File: config.mk
export PLATFORM = sky130hd
export DESIGN_NAME = fetch_unit
export DESIGN_NICKNAME = d
export VERILOG_FILES = /design/src/rtl/fetch_unit.sv
export SDC_FILE = /design/constraint.sdc
export NUM_CORES = 1
export LEC_CHECK = 0
export ABC_AREA = 1
export CAP_MARGIN = 20
export CELL_PAD_IN_SITES_DETAIL_PLACEMENT = 1
export CELL_PAD_IN_SITES_GLOBAL_PLACEMENT = 1
export CORE_UTILIZATION = 25
export CTS_CLUSTER_SIZE = 25
export DETAILED_ROUTE_END_ITERATION = 8
export PLACE_DENSITY = 0.62
export SLEW_MARGIN = 20
export SYNTH_ARGS = -nofsm -noshare
export SYNTH_HDL_FRONTEND = slang
export SYNTH_SLANG_ARGS = --single-unit
File: constraint.sdc
create_clock -name clk -period 3.58 [get_ports clk]
set_clock_uncertainty 0.15 [all_clocks]
set_input_delay 0.537 -clock clk [delete_from_list [all_inputs] [get_ports clk]]
set_output_delay 0.537 -clock clk [all_outputs]
set_load 0.01 [all_outputs]
File: src/rtl/fetch_unit.sv
// fetch_unit: PC owner and single-outstanding instruction fetch with a one-entry output register.
// Ports: clk/resetn (async active-low); ireq_valid/ireq_addr request to instruction memory;
// iresp_valid/iresp_data response; redirect_valid/redirect_pc from later stages;
// stall back-pressure from decode; out_valid/out_instr/out_pc registered to decode.
module fetch_unit #(
  parameter int              PC_W     = 64,
  parameter logic [PC_W-1:0] PC_RESET = 64'h0000_0000_8000_0000
) (
  input  logic            clk,
  input  logic            resetn,
  output logic            ireq_valid,
  output logic [PC_W-1:0] ireq_addr,
  input  logic            iresp_valid,
  input  logic [31:0]     iresp_data,
  input  logic            redirect_valid,
  input  logic [PC_W-1:0] redirect_pc,
  input  logic            stall,
  output logic            out_valid,
  output logic [31:0]     out_instr,
  output logic [PC_W-1:0] out_pc
);
  typedef enum logic [1:0] {IDLE, FETCH, FLUSH, HOLD} state_t;
  state_t          state_q;
  logic [PC_W-1:0] pc_q, pending_q, out_pc_q, redir_pc;
  logic [31:0]     out_instr_q;
  logic            out_valid_q;
  assign redir_pc   = {redirect_pc[PC_W-1:2], 2'b00};
  assign ireq_valid = state_q == FETCH || state_q == FLUSH;
  assign ireq_addr  = pc_q;
  assign out_valid  = out_valid_q;
  assign out_instr  = out_instr_q;
  assign out_pc     = out_pc_q;
  always_ff @(posedge clk or negedge resetn)
    if (!resetn) begin
      state_q     <= IDLE;
      pc_q        <= {PC_RESET[PC_W-1:2], 2'b00};
      pending_q   <= '0;
      out_valid_q <= 1'b0;
      out_instr_q <= '0;
      out_pc_q    <= '0;
    end else begin
      case (state_q)
        IDLE: begin
          state_q <= FETCH;
          if (redirect_valid) pc_q <= redir_pc;
        end
        FETCH:
          if (redirect_valid) begin
            // a request already answered this cycle can be reissued at once; otherwise it must drain
            if (iresp_valid) pc_q <= redir_pc;
            else begin
              pending_q <= redir_pc;
              state_q   <= FLUSH;
            end
          end else if (iresp_valid) begin
            out_instr_q <= iresp_data;
            out_pc_q    <= pc_q;
            out_valid_q <= 1'b1;
            pc_q        <= pc_q + PC_W'(4);
            state_q     <= HOLD;
          end
        FLUSH:
          if (iresp_valid) begin
            pc_q    <= redirect_valid ? redir_pc : pending_q;
            state_q <= FETCH;
          end else if (redirect_valid) pending_q <= redir_pc;
        HOLD:
          if (redirect_valid) begin
            out_valid_q <= 1'b0;
            pc_q        <= redir_pc;
            state_q     <= FETCH;
          end else if (!stall) begin
            out_valid_q <= 1'b0;
            state_q     <= FETCH;
          end
        default: state_q <= IDLE;
      endcase
    end
endmodule
==> results of run 1 <==
[logic make-up (layout without fill, tap and decap cells)]
family,Yosys count,count (layout),share of synthesized area [%]
DFF,227,227,50.2
adders and majority gates,4,4,0.443
other,0,1,0
xor gates and xnor gates,9,9,0.697
AOI/OAI and AO/OA,297,297,14.2
and+or+nand+nor,768,768,27.3
buffers and inverters,196,462,7.07
[layout by cell type, fill, tap and decap left out, types with 2 or more instances in the layout]
master	n
nor2_1	165
clkdlybuf4s50_1	259
clkinv_1	2
clkbuf_16	29
a22oi_1	24
a211oi_1	9
a21oi_2	2
clkbuf_1	4
clkinv_2	6
buf_12	3
bufinv_16	4
nand3_1	50
o22ai_1	9
inv_1	123
inv_2	5
a221oi_1	2
o21ai_0	93
a31oi_1	6
o21ai_1	63
a21oi_1	87
ha_1	4
nand2_2	5
dfrtp_1	226
nand4_1	13
nor2_8	2
buf_4	16
nand2_1	519
clkbuf_8	6
xor2_1	8
nor2_4	4
nor2_2	6
[power groups by stage]
stage | Combinational (mW) | Sequential (mW) | Clock (mW)
finish | 6.62 | 4.83 | 3.06
global route | 7.29 | 5.00 | 3.23
CTS | 6.68 | 4.83 | 3.16
detailed placement | 6.65 | 4.88 | 0
global placement | 6.52 | 4.82 | 0
floorplan | 3.00 | 4.93 | 0
[worst reg2reg max path, stage by stage, from the launching register on]
cell and delay (ns):
dfrtp_1 0.40, inv_1 0.06, ha_1 0.27, o21ai_1 0.25, o21ai_4 0.10, inv_2 0.45
buf_4 0.48, o21ai_0 0.18, o21ai_0 0.10
[worst max-delay path by stage]
stage          slack [ns]  cells past startpoint       endpoint
2_1_floorplan        1.67                      9   ireq_addr[7]
3_3_place_gp         0.65                      8  ireq_addr[14]
3_5_place_dp         0.62                      8  ireq_addr[14]
4_1_cts              0.77                      4     ireq_valid
5_1_grt              0.74                      4     ireq_valid
6_report             0.82                      4     ireq_valid
[flip-flops by register name, indices dropped and copies added (netlist names)]
name	flops
out_instr	32
pending_q	64
ireq_addr	64
out_valid	1
out_pc	64
state_q	2
[metrics by stage]
stage	setup slack, ns	util (%)	std cells	area, sq um
after global placement	0.652	32.7	2307	14500
after global routing	0.743	35.0	2360	15500
after CTS	0.766	35.0	2359	15500
after detailed placement	0.623	32.7	2307	14500
final	0.816	35.0	2360	15500
after floorplan	1.67	-	1501	11300
[per-layer routing]
layer	up-vias	wire, um	track usage [%]
met1	5342	22100	28.0
met4	0	1540	7.24
met5	-	0	0
met3	64	1820	2.68
met2	255	20100	30.4
li1	5300	-	-
[area by class of cell]
| class | instances | area share (%) |
|---|---|---|
| antenna | 1 | 0.0161 |
| clock buffer | 39 | 5.30 |
| clock inverter | 12 | 1.07 |
| inverter | 131 | 3.18 |
| multi-input combinational | 1078 | 31.1 |
| sequential | 227 | 36.6 |
| tap | 592 | 4.77 |
| timing repair buffer | 280 | 18.0 |
==> impl_metrics.ini, run 1 <==
[sta]
tns_ns = 0
worst_pin_slew_ns = 0.830
maxSlewViolCount = 0
fin_crit_sh_pct = 77.2
setup_viol = 0
rsz0062_at_grt = no
maxSlewHeadroom_pct = 44.6
holdWs_ns = 0.319
hold_viol_final = 0
period_needed_ns = 2.76
max_freq_mhz = 362

[synthesis]
synth_top_cell_by_area = dfrtp_1
synth_edf_count = 0
postSynthAreaPerCell_sq_um = 7.53
synth_cell_types = 36
synthArstFlopShare_pct = 100
synth.yosys.warnings = 0
synth_most_common_cell = nand2_1
synth_cells = 1501
synthTopCellsByCount = nand2_1 (519), dfrtp_1 (226), nor2_1 (165)
synth_area_leaders = dfrtp_1 (50%), nand2_1 (17%), nor2_1 (5.5%), o21ai_0 (4.1%), inv_1 (4.1%)
syn_area_sq_um = 11300
ys_seq_elements = 227
synth_top_area_share_pct = 50.0
synth_nets = 1606
yosys_most_used_dff = dfrtp_1
ys_seq_area_share_pct = 50.2

[floorplanning]
rows = 77
die_height_um = 215
io_pins = 263
fp.coreArea_sq_um = 44400
dieArea_sq_um = 46100
die_w_um = 215
initial_core_util_pct = 25.5

[setup_path]
slowest_delay_ns = 0.56
crit_type = flop to output pin
worstPathMaxFanout = 4
reg2reg_to = ireq_addr[30]
cp-start-kind = flop
cpMostUsedCell = inv_1
startpoint = state_q[0]
critPathBufInv = 3
worst_setup_path_end_kind = output pin
r2r_start = state_q[1]
worst-endpoint-required_ns = 2.89
path_cells = inv_1 -> ha_1 -> inv_1 -> clkdlybuf4s50_1
worst-r2r-setup-slack_ns = 1.08
crit_family = buffers and inverters
slowest_stage = clkdlybuf4s50_1
arrival_ns = 2.08
reg2regPathDepth = 8

[worst_hold_path]
min_path_cells = 2
hp-class = flop to flop
hp-start = out_pc[14]
min_to = out_pc[14]

[cells_and_area]
nets = 1851
multi_input_area_sq_um = 4830
nFillCells = 5359
drive_gt1_share_pct = 5.38
regArea_sq_um = 5680
area_growth_pct = 37.4

[detailed_routing]
final_antenna_net_count = 0
avgRoutedWirePerCell_um = 19.3
drt-total-wl_mm = 45.6
drcViolationCount = 0
drt_pass1_iterations = 5
drt_iter0_drc = 679
vias = 11000
via_per_inst = 4.64

[clock_tree]
cts-root-buf = clkbuf_16
clock_path_buffers = 3
clock-sinks = 227
ctsHoldBuffers = 1
cts_made_buffers = 28
clock_latency_ns = 0.56
htree_levels = 1
tritoncts = built
postCtsSetupRepairBufs = 0
clk_pin_slew_ns = 0.06
post_cts_resized = 0

[global_routing]
antenna_found_initial = 2
gr-total-overflow = 0
grt_pass1_vias = 11300
grt_max_degree = 151
grt_pass1_wl_mm = 70.2
gr-usage-all-layers_pct = 19.7

[placement]
dp_hpwl_mm = 34.3
port_buffers = 260
gp_congestion = 0.926

[run_status]
outcome = complete, no violations

[power]
total_power_mw = 14.5
p_leak_nw = 6.89
p_per_area_nw_per_um2 = 934
p_seq_share_pct = 33.3
clockPowerShare_pct = 21.1
power_switching_share_pct = 42.1
pwr-share-comb_pct = 45.6
power.switching_mw = 6.11
peakVddDrop_mv = 0.523
power.internal_mw = 8.40

[job]
maxCapViolCount = 0
Note: power is estimated with default switching activity, not from simulation.
==> inputs of run 2 (changes only) <==
- PLACE_DENSITY: 0.62 -> 0.64
- clock period: 3.58 -> 2.24 ns (I/O delays scaled with it)
==> impl_metrics.ini, run 2 (synthesized netlist as in run 1, its figures left out) <==
[setup_path]
cp-start-kind = flop
path_cells = clkdlybuf4s50_1
worst-endpoint-required_ns = 1.75
crit_family = buffers and inverters
worstPathMaxFanout = 6
critPathBufInv = 1
arrival_ns = 1.72
slowest_delay_ns = 0.63
crit_type = flop to output pin
worst_setup_path_end_kind = output pin
slowest_stage = clkdlybuf4s50_1

[job]
maxCapViolCount = 0

[sta]
fin_crit_sh_pct = 98.5
holdWs_ns = 0.121
hold_viol_final = 0
max_freq_mhz = 453
maxSlewHeadroom_pct = 66.9
rsz0062_at_grt = yes
worst_pin_slew_ns = 0.491
period_needed_ns = 2.21
setup_viol = 0
maxSlewViolCount = 0

[placement]
port_buffers = 260
dp_hpwl_mm = 36.1
postPlaceCellArea_sq_um = 15300
gp_congestion = 0.922

[floorplanning]
io_pins = 263
rows = 77
die_height_um = 215
die_w_um = 215
fp.coreArea_sq_um = 44400
initial_core_util_pct = 25.5
dieArea_sq_um = 46100

[worst_hold_path]
hp-class = input port to asynchronous set/reset pin

[cells_and_area]
fin_area_sq_um = 16300
diodes = 0
layout_commonest_cell = nand2_1
nets = 1931
fin_util_pct = 36.7
area_growth_pct = 44.0
layout_common_cells = nand2_1 (517), clkdlybuf4s50_1 (253), dfrtp_1 (220), nor2_1 (162), inv_1 (121)
drive_gt1_share_pct = 10.9

[detailed_routing]
vias = 11200
avgRoutedWirePerCell_um = 19.0
dr.max_layer_used = met4
drt-total-wl_mm = 46.2
final_antenna_net_count = 0
wl_met3_mm = 2.04
wl_met1_mm = 22.2
drcViolationCount = 0
drt_pass1_iterations = 5
drt_iter0_drc = 780
wl_met2_mm = 20.9
via_per_inst = 4.59

[clock_tree]
htree_levels = 1
cts_made_buffers = 28
clock_path_buffers = 3
cts-root-buf = clkbuf_16
clk_pin_slew_ns = 0.06
clock-sinks = 227
tritoncts = built
clock_latency_ns = 0.57

[global_routing]
grt_max_degree = 61
gr-total-overflow = 0
grt_pass1_vias = 11700
grt_pass1_wl_mm = 71.2
antenna_found_initial = 0
gr-usage-all-layers_pct = 20.0

[power]
p_leak_nw = 7.30
p_per_area_nw_per_um2 = 1460
peakVddDrop_mv = 0.560

[run_status]
outcome = complete, no violations
==> run 2: changes by cell type in the layout (fill, tap and decap cells not counted), moves of 8 or more <==
cell     before  now
buf_12        3   17
o21ai_0      93   85
a21oi_2       2   10
buf_4        16   80
a21oi_1      87   79
==> run 2: timing repair <==
action / in CTS / in global routing
buffers inserted: 0 / 4
hold buffers: 1 / 0
gates resized for setup: 9 / 38
endpoints found under the hold margin: 226 / 0
cloned: 0 / 1
endpoints found under the setup margin: 6 / 40
pin swaps: 0 / 1
==> run 2: path summary, 6_finish.rpt <==
path / start / endpoint / slack, ns / cells after the start
worst min register to register: out_instr[8] / out_instr[8] / 0.32 / 2
max in group asynchronous: resetn / out_valid / 1.15 / 3
worst min-delay path: resetn / ireq_addr[54] / 0.12 / 2
worst max-delay path: ireq_addr[28] / ireq_addr[28] / 0.03 / 1
min in group clk: iresp_data[4] / out_instr[4] / 0.16 / 3
worst max register to register: state_q[1] / ireq_addr[52] / 0.06 / 10
==> run 2: report_power, final <==
part           total, mW  leakage, nW  switching [mW]  internal [mW]
clock network       4.27        0.415            1.86           2.41
registers           7.68         2.83            1.66           6.03
logic               11.9         4.06            6.55           5.33
total               23.8         7.30            10.1           13.8
==> run 2: area by class of cell <==
cell class                 instances  area [sq um]
fill                            5385         28100
sequential                       227          5690
multi-input combinational       1078          4920
timing repair buffer             360          3600
clock buffer                      37           774
tap                              592           741
inverter                         131           494
clock inverter                     9          66.3
==> run 2: per-layer routing <==
| metal | vias to the layer above | track usage, % |
|---|---|---|
| li1 | 5466 | - |
| met1 | 5437 | 28.2 |
| met2 | 229 | 31.6 |
| met3 | 46 | 3.08 |
| met4 | 0 | 5.48 |
| met5 | - | 0 |
==> run 2: stage by stage <==
step | std cells | setup TNS, ns | setup WS [ns] | power [mW]
4_1_cts | 2429 | 0 | 0.00291 | 23.9
3_3_place_gp | 2382 | 0 | 0.0223 | 19.1
6_report | 2434 | 0 | 0.0346 | 23.8
2_1_floorplan | 1501 | 0 | 0.325 | 12.7
5_1_grt | 2434 | -0.273 | -0.0337 | 25.5
3_5_place_dp | 2382 | -0.103 | -0.0278 | 19.5
